<file path="config.mk">
export PLATFORM = sky130hd
export DESIGN_NAME = transpose_pingpong_ctrl
export DESIGN_NICKNAME = d
export VERILOG_FILES = /design/src/rtl/transpose_pkg.sv /design/src/rtl/transpose_bank.sv /design/src/rtl/transpose_pingpong_ctrl.sv
export SDC_FILE = /design/constraint.sdc
export NUM_CORES = 1
export LEC_CHECK = 0
export ABC_CLOCK_PERIOD_IN_PS = 1800
export CORE_ASPECT_RATIO = 0.7
export CORE_MARGIN = 1.5
export CORE_UTILIZATION = 32
export CTS_CLUSTER_SIZE = 14
export DETAILED_ROUTE_END_ITERATION = 6
export DONT_BUFFER_PORTS = 1
export PLACE_DENSITY_LB_ADDON = 0.25
export SETUP_SLACK_MARGIN = 0.3
export SLEW_MARGIN = 20
export SYNTH_ARGS = -nofsm -noshare
export SYNTH_HDL_FRONTEND = slang
export SYNTH_SLANG_ARGS = --single-unit
</file>
<file path="constraint.sdc">
create_clock -name clk -period 1.8 [get_ports clk]
set_clock_uncertainty 0.2 [all_clocks]
set_input_delay 0.36 -clock clk [delete_from_list [all_inputs] [get_ports clk]]
set_output_delay 0.36 -clock clk [all_outputs]
set_load 0.01 [all_outputs]
</file>
<file path="src/rtl/transpose_pkg.sv">
// Shared types and constants for the ping-pong transpose scheduler and its banks.
package transpose_pkg;

  typedef enum logic [1:0] {
    StEmpty,
    StLoading,
    StFull,
    StDraining
  } bank_state_e;

  localparam logic MODE_LOAD  = 1'b0;
  localparam logic MODE_DRAIN = 1'b1;

  // Beat counters need at least one bit even for a 1x1 tile.
  function automatic int unsigned cnt_width(input int unsigned n);
    return (n > 1) ? $clog2(n) : 1;
  endfunction

endpackage

</file>
<file path="src/rtl/transpose_bank.sv">
// One NxN register-shift transpose bank: mode 0 shifts rows in column-wise,
// mode 1 shifts rows up towards row 0 for draining.
module transpose_bank
  import transpose_pkg::*;
#(
  parameter int unsigned DATA_WIDTH     = 16,
  parameter int unsigned SYSTOLIC_WIDTH = 4
) (
  input  logic                                 clk,
  input  logic                                 rst_n,
  input  logic                                 en_i,
  input  logic                                 mode_i,
  input  logic [SYSTOLIC_WIDTH*DATA_WIDTH-1:0] row_in_i,
  output logic [SYSTOLIC_WIDTH*DATA_WIDTH-1:0] row0_out_o
);

  localparam int unsigned N  = SYSTOLIC_WIDTH;
  localparam int unsigned DW = DATA_WIDTH;

  logic [DW-1:0] mat_q [N][N];
  logic [DW-1:0] mat_d [N][N];

  always_comb begin
    mat_d = mat_q;
    if (en_i) begin
      if (mode_i == MODE_LOAD) begin
        for (int i = 0; i < int'(N); i++) begin
          mat_d[i][0] = row_in_i[i*DW +: DW];
          for (int j = 1; j < int'(N); j++) begin
            mat_d[i][j] = mat_q[i][j-1];
          end
        end
      end else begin
        for (int i = 0; i < int'(N) - 1; i++) begin
          for (int j = 0; j < int'(N); j++) begin
            mat_d[i][j] = mat_q[i+1][j];
          end
        end
        for (int j = 0; j < int'(N); j++) begin
          mat_d[N-1][j] = '0;
        end
      end
    end
  end

  always_ff @(posedge clk or negedge rst_n) begin
    if (!rst_n) begin
      for (int i = 0; i < int'(N); i++) begin
        for (int j = 0; j < int'(N); j++) begin
          mat_q[i][j] <= '0;
        end
      end
    end else begin
      mat_q <= mat_d;
    end
  end

  always_comb begin
    row0_out_o = '0;
    for (int j = 0; j < int'(N); j++) begin
      row0_out_o[j*DW +: DW] = mat_q[0][j];
    end
  end

endmodule

</file>
<file path="src/rtl/transpose_pingpong_ctrl.sv">
// Double-buffered NxN transpose scheduler: one bank loads while the other drains.
// Optional completed-tile counter enabled by defining TRANSPOSE_PERF_CNT_EN.
module transpose_pingpong_ctrl
  import transpose_pkg::*;
#(
  parameter int unsigned DATA_WIDTH     = 16,
  parameter int unsigned SYSTOLIC_WIDTH = 4
) (
  input  logic                                 clk,
  input  logic                                 rst_n,
  input  logic                                 clr_i,
  input  logic                                 in_valid_i,
  output logic                                 in_ready_o,
  input  logic [SYSTOLIC_WIDTH*DATA_WIDTH-1:0] in_data_i,
  output logic                                 out_valid_o,
  input  logic                                 out_ready_i,
  output logic [SYSTOLIC_WIDTH*DATA_WIDTH-1:0] out_data_o,
  output logic                                 out_last_o
`ifdef TRANSPOSE_PERF_CNT_EN
  ,
  output logic [31:0]                          tile_cnt_o
`endif
);

  localparam int unsigned N    = SYSTOLIC_WIDTH;
  localparam int unsigned DW   = DATA_WIDTH;
  localparam int unsigned RowW = N * DW;
  localparam int unsigned CntW = cnt_width(N);
  localparam logic [CntW-1:0] CntLast = CntW'(N - 1);

  bank_state_e state_q [2];
  bank_state_e state_d [2];
  logic            wr_sel_q, wr_sel_d;
  logic            rd_sel_q, rd_sel_d;
  logic [CntW-1:0] wr_cnt_q, wr_cnt_d;
  logic [CntW-1:0] rd_cnt_q, rd_cnt_d;

  logic            in_hs, out_hs;
  logic [1:0]      bank_en;
  logic [1:0]      bank_mode;
  logic [RowW-1:0] bank_row0 [2];
  logic [RowW-1:0] rd_row0;

  always_comb begin
    in_ready_o  = ((state_q[wr_sel_q] == StEmpty) || (state_q[wr_sel_q] == StLoading)) && !clr_i;
    out_valid_o = (state_q[rd_sel_q] == StFull) || (state_q[rd_sel_q] == StDraining);
    in_hs       = in_valid_i && in_ready_o;
    // Soft clear wins over a pending output handshake as well.
    out_hs      = out_valid_o && out_ready_i && !clr_i;
  end

  always_comb begin
    state_d  = state_q;
    wr_sel_d = wr_sel_q;
    rd_sel_d = rd_sel_q;
    wr_cnt_d = wr_cnt_q;
    rd_cnt_d = rd_cnt_q;
    if (clr_i) begin
      state_d[0] = StEmpty;
      state_d[1] = StEmpty;
      wr_sel_d   = 1'b0;
      rd_sel_d   = 1'b0;
      wr_cnt_d   = '0;
      rd_cnt_d   = '0;
    end else begin
      if (in_hs) begin
        if (wr_cnt_q == CntLast) begin
          state_d[wr_sel_q] = StFull;
          wr_cnt_d          = '0;
          wr_sel_d          = !wr_sel_q;
        end else begin
          state_d[wr_sel_q] = StLoading;
          wr_cnt_d          = wr_cnt_q + 1'b1;
        end
      end
      // Load and drain never address the same bank, so both updates can apply.
      if (out_hs) begin
        if (rd_cnt_q == CntLast) begin
          state_d[rd_sel_q] = StEmpty;
          rd_cnt_d          = '0;
          rd_sel_d          = !rd_sel_q;
        end else begin
          state_d[rd_sel_q] = StDraining;
          rd_cnt_d          = rd_cnt_q + 1'b1;
        end
      end
    end
  end

  always_ff @(posedge clk or negedge rst_n) begin
    if (!rst_n) begin
      state_q[0] <= StEmpty;
      state_q[1] <= StEmpty;
      wr_sel_q   <= 1'b0;
      rd_sel_q   <= 1'b0;
      wr_cnt_q   <= '0;
      rd_cnt_q   <= '0;
    end else begin
      state_q  <= state_d;
      wr_sel_q <= wr_sel_d;
      rd_sel_q <= rd_sel_d;
      wr_cnt_q <= wr_cnt_d;
      rd_cnt_q <= rd_cnt_d;
    end
  end

  for (genvar b = 0; b < 2; b++) begin : g_bank
    localparam logic BankId = 1'(b);

    assign bank_en[b]   = (in_hs && (wr_sel_q == BankId)) || (out_hs && (rd_sel_q == BankId));
    assign bank_mode[b] = (out_hs && (rd_sel_q == BankId)) ? MODE_DRAIN : MODE_LOAD;

    transpose_bank #(
      .DATA_WIDTH     (DATA_WIDTH),
      .SYSTOLIC_WIDTH (SYSTOLIC_WIDTH)
    ) u_bank (
      .clk        (clk),
      .rst_n      (rst_n),
      .en_i       (bank_en[b]),
      .mode_i     (bank_mode[b]),
      .row_in_i   (in_data_i),
      .row0_out_o (bank_row0[b])
    );
  end

  // Column N-1 holds the oldest input beat, so element order is reversed on output.
  always_comb begin
    rd_row0    = bank_row0[rd_sel_q];
    out_data_o = '0;
    for (int p = 0; p < int'(N); p++) begin
      out_data_o[p*DW +: DW] = rd_row0[(int'(N) - 1 - p)*DW +: DW];
    end
    out_last_o = out_valid_o && (rd_cnt_q == CntLast);
  end

`ifdef TRANSPOSE_PERF_CNT_EN
  logic [31:0] tile_cnt_q;

  always_ff @(posedge clk or negedge rst_n) begin
    if (!rst_n) begin
      tile_cnt_q <= '0;
    end else if (out_hs && out_last_o) begin
      tile_cnt_q <= tile_cnt_q + 32'd1;
    end
  end

  assign tile_cnt_o = tile_cnt_q;
`endif

endmodule

</file>
# Yosys cells after proc, flatten, opt, wreduce, memory -nomap -nowiden
# Index checks and enable logic that the tools add are counted.
[word_totals]
reg_bits = 522
inputBits = 69
word_cells = 122
[classes]
add_sub_neg = 2
magnitude_cmp = 4
eq_ne = 5
n_mux = 35
bitwise = 13
reduce_logical = 25
[ops]
columns = ["operator", "n"]
rows = [
  ["$mux 256", 2],
  ["$mux 64", 3],
  ["$mux 2", 14],
  ["$mux 4", 6],
  ["$logic_and 1x1->1", 11],
  ["$eq 2x2->1 const B", 4],
  ["$mux 1", 8],
  ["$reduce_bool 2->1", 4],
  ["$add 2x1->2 const B", 2],
  ["$and 2x2->2", 2],
  ["$and 4x4->4", 1],
  ["$demux 2 s1", 2],
  ["$ge 2x2->1 const B", 2],
  ["$logic_or 1x1->1", 4],
  ["$lt 2x1->1 const B", 2],
  ["$not 1->2", 2],
  ["$not 2->2", 2],
  ["$not 4->4", 1],
  ["$or 2x2->2", 2],
  ["$or 4x4->4", 1],
  ["$reduce_and 2->1", 2],
  ["$logic_not 1->1", 3],
  ["$eq 2x1->1 const B", 1],
  ["$logic_not 2->1", 1],
  ["$not 1->1", 2],
]

# Logic depth before layout (Yosys ltp)
[logic_depth]
word_depth = 14
mapped_depth = 7
mapped_depth_nobuf = 4

# Modules after synthesis
# A second synthesis with hierarchy kept.
[hier_totals]
cells_unflattened = 2471
hier_area_um2 = 25573.3
[by_module_without_submodules]
columns = ["module", "instances", "cells_per_inst", "area_per_inst_um2"]
rows = [
  ["transpose_bank", 2, 1174, 12162.9],
  ["transpose_pingpong_ctrl", 1, 123, 1247.4],
]

# Least setup slack after synthesis
# No wires, ideal clock.
[synth_path]
path_kind = "register to output"
startpoint = "reg rd_sel_q"
endpoint = "out out_data_o[10]"
arrival_ps = 1390
t_required_ps = 1240
path_slack_ps = -150
path_stages_with_launch = 5
path_buffers = 3
path_cell_list = "dfrtp_1 buf_2 buf_2 buf_1 mux2_2"
[synth_between]
elab_chain_len = 4
[synth_rtl]
columns = ["element", "line_no", "rtl"]
rows = [
  ["start: declaration", "transpose_pingpong_ctrl.sv:34", "logic rd_sel_q, rd_sel_d;"],
  ["start signal: assignment", "transpose_pingpong_ctrl.sv:101", "rd_sel_q <= rd_sel_d;"],
  ["$not 1->2 (implied by the code)", "transpose_pingpong_ctrl.sv:128", "rd_row0 = bank_row0[rd_sel_q];"],
  ["$mux 64 (implied by the code) (3 in a row)", "transpose_pingpong_ctrl.sv:128", ""],
  ["end: declaration", "transpose_pingpong_ctrl.sv:17", "output logic [SYSTOLIC_WIDTH*DATA_WIDTH-1:0] out_data_o,"],
]
# Every way passes these cells. The select of a mux whose other input is x is not followed.

# Final worst setup path
[layout_path]
startpoint = "reg rd_sel_q"
endpoint = "out out_data_o[53]"
# The elaborated chain is that of the path after synthesis.

==> impl_results.md <==
* Status: complete, but fails checks
* Failing checks: negative hold slack, negative setup slack
* Yosys cell types at 31
* Final min period at 2.415 ns
* Die ar. at 72900 sq um
* Leak pwr at 16.22 nW
* Setup violations, final at 582
* Fmax at 0.4141 GHz
* Final Hold Fails at 520
* Final WL at 97930 um
* Crit path DAT at 1.85 ns
* TritonCTS clock tree: built
* Final Non-Filler Cells at 3771
* Die Ht at 226.3 um
* Share of cells above drive strength 1 at 37.38%
* Post-Syn Nets at 2518
* Crit end category: primary output
* Final worst slack at -0.6146 ns
* Detailed-route DRC error count at 0
* CTS Sinks at 520
* RSZ-0062 raised after global routing: true
* Setup crit start kind: flip-flop
* CTS Buffer Depth at 3
* DR iter-0 viols at 2799
* Largest stage delay, worst path at 0.54 ns
* Slew Viols, Final at 0
* Period utilisation layout at 134.1%
* Syn. warnings at 0
* Yosys reg bits at 520
* Placed standard-cell area at 25460 sq um
* Total core area at 70130 sq um
* Area contributors post-synth: dfrtp_1 57%, nand2_1 10%, a31oi_1 5.4%
* Number of global-route vias before repair at 19500
* Normalized max-slew margin at 17.48%
* Wire per inst at 25.97 um
* Yosys top cell area share at 57.06%
* Largest net degree at the start of global routing at 521
* Hold_ws at -0.7397 ns
* Cell taking the most area after synthesis: dfrtp_1
* Crit Path Class: flip-flop to primary output
* Hpwl dp at 57850 um
* GRT overflow at 0
* GR Util All Layers at 24.86%
* Num rows at 81
* I/O pins at 136
* Critical path's slowest cell: dfrtp_4
* Clk slew on worst S/H paths at 0.07 ns
* Cell Area, Synth at 22800 sq um
* Worst slack, placed at -0.2125 ns
* Initial core utilization at 32.51%
* Sequential share of the synthesized area at 57.06%
* Top-count cell post-synth: nand2_1
* Synthesized area per cell at 9.323 sq um
* H-tree depth at 2
* Vias/cell at 5.754
* Die W at 322.1 um
* Final cell area excluding filler cells at 35140 sq um
* Worst Hold Class: primary input to async pin
* Area growth from synthesis to layout at 54.12%
* 1st-pass router iterations at 5
* Via Count at 21700
* Final GP Congestion at 0.8703
* Crit path cell chain: buf_6 > buf_12 > mux2_4
* Fraction of registers with async set/reset at 100.0%
* Maxcap violations at 0
* Main synth FF type: dfrtp_1
* Critical path required time at 1.24 ns
* IR drop worst, VDD at 0.0008033 V
* Worst Tran Pin Value at 1.238 ns
* Hold buffer count at cts at 67
* Commonest cells post-synth: 611 x nand2_1, 520 x dfrtp_1, 294 x nor2_1
* Port bufs at 0
* CTS Buf Count at 50
* EDFF count, synth at 0
* # nets final at 2839
* CP max FO at 13
* PwrDens at 849.2 nW/um^2
* Number of antenna violations at the first check in global routing at 15
* First-pass GRT wire length at 134200 um
* Placed insts at 3384
* Clock Root Buffer: clkbuf_16
* Clock Latency Late Sink at 0.62 ns
* Final ANT Viol Nets at 0
* Post-Syn Instances at 2446
## state kept, by name, summed over array words and instances (netlist names)
| signal | cells |
|---|---|
| state_q | 2 |
| rd_sel_q | 1 |
| wr_cnt_q | 2 |
| rd_cnt_q | 2 |
| g_bank.u_bank.mat_q | 384 |
| g_bank.u_bank.row0_out_o | 128 |
| wr_sel_q | 1 |
## layer usage
layer	wire length [um]	share of wire (%)	global-route usage, %	vias to the layer above
li1	-	-	-	9292
met5	78	0.080	0.06734	-
met1	46370	47	39.93	11060
met4	1831	1.9	4.717	12
met2	36940	38	30.30	1196
met3	12720	13	9.512	139
## layout make-up
class | count | area [sq um]
well taps | 954 | 1194
fillers | 6129 | 34990
repair buffers | 485 | 7316
clock inverters | 9 | 88.84
diodes | 11 | 27.53
flip-flops and latches | 520 | 13020
clock buffers | 82 | 1513
inverters | 3 | 11.26
multi-input cells | 1707 | 11980
## power by group
group	switching (mW)	internal [mW]
Sequential	1.83	12.9
Combinational	1.97	2.36
Clock	4.86	5.88
Total	8.66	21.2
## stage by stage
stage	setup TNS (ns)	total power, mW	util [%]
6_report	-238.27	29.85	50.11
5_1_grt	-259.57	30.75	50.10
4_1_cts	-161.98	28.80	44.50
3_5_place_dp	-17.36	17.21	36.31
3_3_place_gp	-10.76	17.14	36.31
2_1_floorplan	-2.499	15.89	-
## cells by family (layout without fill, tap and decap cells)
group | Yosys count | in the layout | share of synthesized area [%]
buffers and inverters | 220 | 579 | 4.417
flip-flops | 520 | 520 | 57.06
other | 0 | 11 | 0
AND/OR/NAND/NOR | 1111 | 1112 | 19.71
multiplexers | 69 | 69 | 3.396
adder cells (fa/ha/maj) | 3 | 3 | 0.1646
AO/OA/AOI/OAI | 523 | 523 | 15.24
## repair_timing
| item | CTS | global route |
|---|---|---|
| gates cloned | 55 | 41 |
| gates resized for setup | 277 | 616 |
| buffers inserted | 67 | 55 |
| endpoints found under the setup margin | 587 | 587 |
| endpoints found under the hold margin | 657 | 520 |
| pin swaps | 117 | 436 |
## final timing paths
path                                                   endpoint                             from  cells past startpoint  slack, ns
worst max-delay path                             out_data_o[53]                         rd_sel_q                      3      -0.61
worst min-delay path                g_bank[1].u_bank.mat_q[159]                            rst_n                      0      -0.74
worst max register to register      g_bank[0].u_bank.mat_q[119]                         wr_sel_q                     12      -0.61
worst min register to register  g_bank[0].u_bank.row0_out_o[48]  g_bank[0].u_bank.row0_out_o[48]                      2       0.29
max in group asynchronous           g_bank[0].u_bank.mat_q[148]                            rst_n                      0       1.15
min in group clk                     g_bank[1].u_bank.mat_q[63]                            clr_i                      3       0.08
## critical path: cells and delay by family (launching register included)
kind                   cells  cell delay [ns]
flip-flops                 1             0.54
multiplexers               1             0.37
buffers and inverters      2             0.32
## cells in the final DEF (no fill, tap or decap), types with 4 or more instances in the layout
cell and count:
a21oi_1 31, a21oi_2 34, a22o_1 68, a22oi_1 17
a22oi_2 79, a31oi_1 180, a31oi_2 4, a31oi_4 14
buf_12 83, buf_16 61, buf_4 120, buf_6 81
buf_8 36, clkbuf_1 19, clkbuf_16 85, clkbuf_8 12
clkinv_2 6, dfrtp_1 519, diode_2 11, dlygate4sd3_1 66
mux2_2 13, mux2_4 54, nand2_1 444, nand2_2 84
nand2_4 82, nand3_1 61, nand3_2 39, nor2_1 280
nor2_2 12, nor2_4 4, nor3_1 36, nor3_2 18
nor3_4 37, o21ai_0 4, o22ai_1 19, o22ai_2 61
o22ai_4 12
No activity file was read; power rests on OpenSTA's default activity.
